===== src/rtl/prio_grant_decoder.sv =====
// prio_grant_decoder
//   Return-path partner of an 8:3 priority encoder. Accepts a 3-bit winning
//   index, drives the matching one-hot grant and holds it under a 4-phase
//   req/ack handshake with the granted agent, then reports completion.
//
// Ports:
//   clk, rst_n        clock, asynchronous active-low reset
//   idx_i, idx_valid  winning index and its qualifier
//   idx_ready         high while idle (an index can be accepted)
//   grant             registered one-hot grant (or zero)
//   grant_ack         per-agent 4-phase acknowledge
//   busy              high in GRANT or RELEASE
//   done_pulse        one-cycle pulse when the granted agent acks
//   done_idx          index of the last completed grant
//   spurious_ack      one-cycle pulse per GRANT cycle with a non-granted ack high
//   timeout_pulse     one-cycle pulse on grant abort
//   done_cnt          completed-grant count, wraps
//
// Optional feature: define PRIO_GRANT_TIMEOUT_EN to abort a grant after
// TIMEOUT_CYC cycles without the granted ack. Without it GRANT waits forever
// and timeout_pulse is tied low.

module prio_grant_decoder #(
    parameter int unsigned TIMEOUT_CYC = 16,
    parameter int unsigned CNT_W       = 16
) (
    input  logic             clk,
    input  logic             rst_n,
    input  logic [2:0]       idx_i,
    input  logic             idx_valid,
    output logic             idx_ready,
    output logic [7:0]       grant,
    input  logic [7:0]       grant_ack,
    output logic             busy,
    output logic             done_pulse,
    output logic [2:0]       done_idx,
    output logic             spurious_ack,
    output logic             timeout_pulse,
    output logic [CNT_W-1:0] done_cnt
);

    typedef enum logic [1:0] {StIdle, StGrant, StRelease} state_e;

    state_e             r_state, w_state_d;
    logic [2:0]         r_idx, w_idx_d;
    logic [7:0]         r_grant, w_grant_d;
    logic               r_done, w_done_d;
    logic [2:0]         r_done_idx, w_done_idx_d;
    logic               r_spur, w_spur_d;
    logic [CNT_W-1:0]   r_cnt, w_cnt_d;

    logic [7:0]         w_sel;
    logic               w_ack_hit;

    assign w_sel     = 8'b1 << r_idx;
    assign w_ack_hit = grant_ack[r_idx];

`ifdef PRIO_GRANT_TIMEOUT_EN
    logic [7:0] r_tcnt, w_tcnt_d;
    logic       r_tmo, w_tmo_d;
    logic       w_tmo_hit;

    // Counter holds the number of completed ack-less GRANT cycles, so the
    // abort fires on the edge that would make it reach TIMEOUT_CYC.
    assign w_tmo_hit = (r_tcnt == 8'(TIMEOUT_CYC - 1));
`else
    logic w_unused_tmo;
    assign w_unused_tmo = (TIMEOUT_CYC == 0);
`endif

    always_comb begin
        w_state_d    = r_state;
        w_idx_d      = r_idx;
        w_grant_d    = r_grant;
        w_done_d     = 1'b0;
        w_done_idx_d = r_done_idx;
        w_spur_d     = 1'b0;
        w_cnt_d      = r_cnt;
`ifdef PRIO_GRANT_TIMEOUT_EN
        w_tcnt_d     = r_tcnt;
        w_tmo_d      = 1'b0;
`endif
        unique case (r_state)
            StIdle: begin
                if (idx_valid) begin
                    w_idx_d   = idx_i;
                    w_grant_d = 8'b1 << idx_i;
                    w_state_d = StGrant;
`ifdef PRIO_GRANT_TIMEOUT_EN
                    w_tcnt_d  = 8'd0;
`endif
                end
            end
            StGrant: begin
                w_spur_d = |(grant_ack & ~w_sel);
                // Ack takes precedence over a simultaneous timeout.
                if (w_ack_hit) begin
                    w_grant_d    = 8'd0;
                    w_done_d     = 1'b1;
                    w_done_idx_d = r_idx;
                    w_cnt_d      = r_cnt + CNT_W'(1);
                    w_state_d    = StRelease;
                end
`ifdef PRIO_GRANT_TIMEOUT_EN
                else if (w_tmo_hit) begin
                    w_grant_d = 8'd0;
                    w_tmo_d   = 1'b1;
                    w_state_d = StIdle;
                end else begin
                    w_tcnt_d = r_tcnt + 8'd1;
                end
`endif
            end
            StRelease: begin
                if (!w_ack_hit) begin
                    w_state_d = StIdle;
                end
            end
            default: begin
                w_state_d = StIdle;
                w_grant_d = 8'd0;
            end
        endcase
    end

    always_ff @(posedge clk or negedge rst_n) begin
        if (!rst_n) begin
            r_state    <= StIdle;
            r_idx      <= 3'd0;
            r_grant    <= 8'd0;
            r_done     <= 1'b0;
            r_done_idx <= 3'd0;
            r_spur     <= 1'b0;
            r_cnt      <= '0;
        end else begin
            r_state    <= w_state_d;
            r_idx      <= w_idx_d;
            r_grant    <= w_grant_d;
            r_done     <= w_done_d;
            r_done_idx <= w_done_idx_d;
            r_spur     <= w_spur_d;
            r_cnt      <= w_cnt_d;
        end
    end

`ifdef PRIO_GRANT_TIMEOUT_EN
    always_ff @(posedge clk or negedge rst_n) begin
        if (!rst_n) begin
            r_tcnt <= 8'd0;
            r_tmo  <= 1'b0;
        end else begin
            r_tcnt <= w_tcnt_d;
            r_tmo  <= w_tmo_d;
        end
    end
    assign timeout_pulse = r_tmo;
`else
    assign timeout_pulse = 1'b0;
`endif

    assign idx_ready    = (r_state == StIdle);
    assign busy         = (r_state != StIdle);
    assign grant        = r_grant;
    assign done_pulse   = r_done;
    assign done_idx     = r_done_idx;
    assign spurious_ack = r_spur;
    assign done_cnt     = r_cnt;

endmodule


===== config.mk =====
export PLATFORM = sky130hd
export DESIGN_NAME = prio_grant_decoder
export DESIGN_NICKNAME = d
export VERILOG_FILES = /design/src/rtl/prio_grant_decoder.sv
export SDC_FILE = /design/constraint.sdc
export NUM_CORES = 1
export LEC_CHECK = 0
export ABC_AREA = 1
export CAP_MARGIN = 20
export CELL_PAD_IN_SITES_DETAIL_PLACEMENT = 1
export CELL_PAD_IN_SITES_GLOBAL_PLACEMENT = 2
export CORE_ASPECT_RATIO = 0.5
export CORE_MARGIN = 8
export CORE_UTILIZATION = 30
export CTS_CLUSTER_DIAMETER = 120
export DETAILED_ROUTE_END_ITERATION = 10
export PLACE_DENSITY = 0.91
export RECOVER_POWER = 50
export SKIP_LAST_GASP = 1
export SLEW_MARGIN = 20
export SYNTH_ARGS = -nofsm -noshare
export SYNTH_HDL_FRONTEND = slang
export SYNTH_SLANG_ARGS = --single-unit

===== constraint.sdc =====
create_clock -name clk -period 3.7 [get_ports clk]
set_input_delay 0.555 -clock clk [delete_from_list [all_inputs] [get_ports clk]]
set_output_delay 0.555 -clock clk [all_outputs]
set_load 0.02 [all_outputs]

# Yosys cells after proc, flatten, opt, wreduce, memory -nomap -nowiden
# Cells that the tools add are included.
[totals]
regBits = 34
input_bits = 14
out_inout_bits = 32
wordCells = 38
[op_classes]
addsub = 1
n_lt_le_gt_ge = 1
n_eq_ne = 5
n_shift = 2
muxes = 12
bitwise_logic = 3
reduce_logical = 7
[ops]
columns = ["operator", "count"]
rows = [
  ["one-hot mux 8 bit (3 select lines)", 1],
  ["adder 16 x 1 -> 16 bit, second input constant", 1],
  ["two-way mux 8 bit", 2],
  ["left shift 1 x 3 -> 8 bit, first input constant", 2],
  ["bitwise AND 8 bit", 1],
  ["inverter 8 bit", 1],
  ["OR reduction 8 bit", 1],
  ["two-way mux 2 bit", 3],
  ["!= test 2 bit, second input constant", 3],
  ["one-hot mux 2 bit (3 select lines)", 1],
  ["AND reduction 3 bit", 2],
  ["less-than comparator 3 x 4 -> 1 bit, second input constant", 1],
  ["two-way mux 1 bit", 4],
  ["AND reduction 2 bit", 2],
  ["binary-select mux 1 bit (select 3 bit)", 1],
  ["== test 2 x 1 -> 1 bit, second input constant", 1],
  ["== test 2 bit, second input constant", 1],
  ["logical NOT 2 bit", 1],
  ["nonzero test 2 bit", 1],
  ["inverter 1 bit", 1],
]

# Longest topological paths before layout
[logic_depth]
ltp_word = 5
depth_mapped = 11
mapped_depth_nobuf = 10

# Worst setup path before layout
# OpenSTA, ideal clock, no wires.
[synth_timing]
path_type = "register to output"
from = "register r_state[0]"
to = "output busy"
arrival_ns = 1.028
required_ns = 3.145
path_slack_ns = 2.117
path_stages_with_launch = 3
n_path_buf = 0
cell_sequence = "dfrtp_1 nor2_1 inv_1"
[synth_between]
elab_chain_cells = 1
[synth_rtl]
columns = ["element", "line_no", "text"]
rows = [
  ["start, declared", "44", "state_e r_state, w_state_d;"],
  ["start signal, assigned", "128", "r_state <= StIdle;"],
  ["start signal, assigned", "136", "r_state <= w_state_d;"],
  ["nonzero test 2 bit", "162", "assign busy = (r_state != StIdle);"],
  ["end, declared", "34", "output logic busy,"],
]
# No other way between the ends.

==> flow_summary.ini <==
[clock_tree]
clk_path_buf_depth = 2
cts_buffers = 5
htreeDepth = 2
cts-resized-gates = 0
clkSlewWorstSetupHoldPaths_ps = 50
clkLatencyLatePin_ps = 270
tritoncts = yes
cts_hold_buf = 0
cts_sinks = 34
clock-root-buffer = clkbuf_16
cts_setup_buffers = 0

[drt]
antenna_left = 0
wl_per_cell_um = 13.69
via_count = 1791
drt-vias-per-instance = 4.616
drtIter0Drc = 76
drc = 0
wl_um = 5312
drt-pass1-iter-count = 4

[worst_setup_path]
slowest_stage = clkbuf_1
crit_type = input pin to asynchronous set/reset pin
r2r_cells = 10
end_kind = asynchronous set/reset pin
timing.rr.start = r_idx[0]
cp.arrival_ps = 2430
setup.worst_path.start = rst_n
cp_top_family = buffers and inverters
path_max_fanout = 34
ff2ff_setup_slack_ps = 1790
crit_buf_inv = 2
slowest_delay_ps = 1340
crit_chain = dlygate4sd3_1, clkbuf_1
r2r_end = grant[0]
cp-start-kind = input pin
critPathRequiredTime_ps = 3710

[sta]
setup_tns_ps = 0
min_period_ps = 2423
holdWs_ps = 465.4
rsz0062_at_grt = false
clock-skew-final_ps = 3.210
worstMarginPinSlew_ps = 1879
setup_viol = 0
relSlewSlack_pct = -25.24
hold_viol_final = 0
max_freq_ghz = 0.4127
min_period_over_period_pct = 65.48
slew_violations = 35

[final_layout]
layout_commonest_cell = nand2_1
n_fill_cell = 764
final_nets = 315
drive_gt1_share_pct = 5.667
layout_common_cells = nand2_1 (96), clkdlybuf4s50_1 (42), dfrtp_1 (34)
diodes = 0
area_growth_pct = 30.59

[logic_synthesis]
syn_nets = 269
yosys-top-cells-area = dfrtp_1 (44%), nand2_1 (18%), nor2_1 (4.9%), inv_1 (4.3%), nand3_1 (4.1%)
synth_simple_gate_area_share_pct = 33.44
synth_cell_types = 26
yosys.area.top_type = dfrtp_1
syn_avg_cell_area_um2 = 7.601
synth_top_family_by_area = simple AND/OR/NAND/NOR gates
yosysWarningCount = 0
synthMuxAreaShare_pct = 0
yosysTopAreaCellShare_pct = 44.07
synth_area_um2 = 1931
syn_inst = 254
synth_seq_area_share_pct = 44.07
synth_compound_area_share_pct = 9.268
synth_seq_cells = 34
synth_adder_area_share_pct = 0.6481
synth_xor_area_share_pct = 4.537

[pwr]
p_per_area_nw_per_um2 = 651.7
finalPower_mw = 1.643
p_leak_nw = 1.136
vdd_drop_max_mv = 0.2415

[status]
violations = capacitance limit, slew limit
status = finished, violations left

[place]
dpl.hpwl_um = 4157
place_congestion = 0.7845
port_buffers = 44

[global_routing]
grt_pass1_wl_um = 9342
antenna_found_initial = 0
grt_pass1_vias = 1952
grt_max_degree = 35
gr-total-overflow = 0
grt_usage_pct = 12.13

[hold_path]
hold_path.class = register to register
hp-start = grant[5]
worstHoldPathCells = 2
hold_end = grant[5]

[floorplan]
die_h_um = 72.73
fp.dieW_um = 129.5
core_area_um2 = 6156
start_util_pct = 31.36
design.die.area_um2 = 9414
pin_count = 46
rows = 20

[job]
maxCapViolations = 1
routing by layer:
layer / up-vias / wire length [um] / GRT usage [%]
met3: 6 / 166 / 2.624
met2: 30 / 2667 / 22.25
met4: 0 / 71 / 3.316
li1: 891 / - / -
met5: - / 0 / 0
met1: 864 / 2407 / 14.02
flip-flops by register name (all words and copies together), names as in the netlist:
signal / count
grant: 8
done_idx: 3
done_cnt: 16
r_idx: 3
r_state: 2
done_pulse: 1
spurious_ack: 1
logic make-up after synthesis:
group	Yosys count
compound gates	30
xor+xnor	10
fa+ha+maj	1
buf+inv	30
flops	34
other cells	1
simple gates	148
Yosys cell counts:
cell and n:
nand2_4 3, conb_1 1, nor2_2 1, inv_1 22
o21a_1 1, xor2_1 6, nand4_1 3, nor3_1 3
nand3_2 2, inv_6 1, nand3_1 16, inv_2 1
nor2_1 25, nand3_4 1, dfrtp_1 34, o21ai_2 7
nand2_1 93, nor2_4 1, buf_4 1, o21ai_0 13
buf_6 4, xnor2_1 4, o21ai_1 8, ha_1 1
buf_1 1, a21oi_1 1
worst max path at each step:
stage | to | cells past startpoint | slack (ps)
floorplan | busy | 2 | 2120
global placement | done_cnt[7] | 9 | 1570
detailed placement | done_cnt[4] | 9 | 1460
CTS | idx_ready | 2 | 1470
global route | done_cnt[8] | 2 | 790
finish | done_cnt[8] | 2 | 1280
stage by stage:
stage	area (um2)	setup WS, ps	utilization (%)	std cells
CTS	2565	1470	41.67	388
finish	2521	1277	40.96	388
global placement	2432	1574	39.51	381
detailed placement	2432	1463	39.51	381
global route	2521	791.1	40.96	388
floorplan	1931	2117	-	254
final cells by class:
cell class | count | area [um2] | share of cell area (%)
repair buffers | 45 | 444.2 | 17.62
multi-input cells | 190 | 888.4 | 35.24
clock buffers | 7 | 132.6 | 5.261
well taps | 88 | 110.1 | 4.367
inverters | 24 | 95.09 | 3.772
flip-flops and latches | 34 | 850.8 | 33.75
where the power goes:
group          total (mW)  leakage, nW  internal (mW)  switching, mW
combinational       0.702        0.617          0.259          0.443
clock               0.382       0.0640          0.246          0.137
sequential          0.559        0.455          0.464         0.0942
Note: power is estimated with default switching activity, not from simulation.
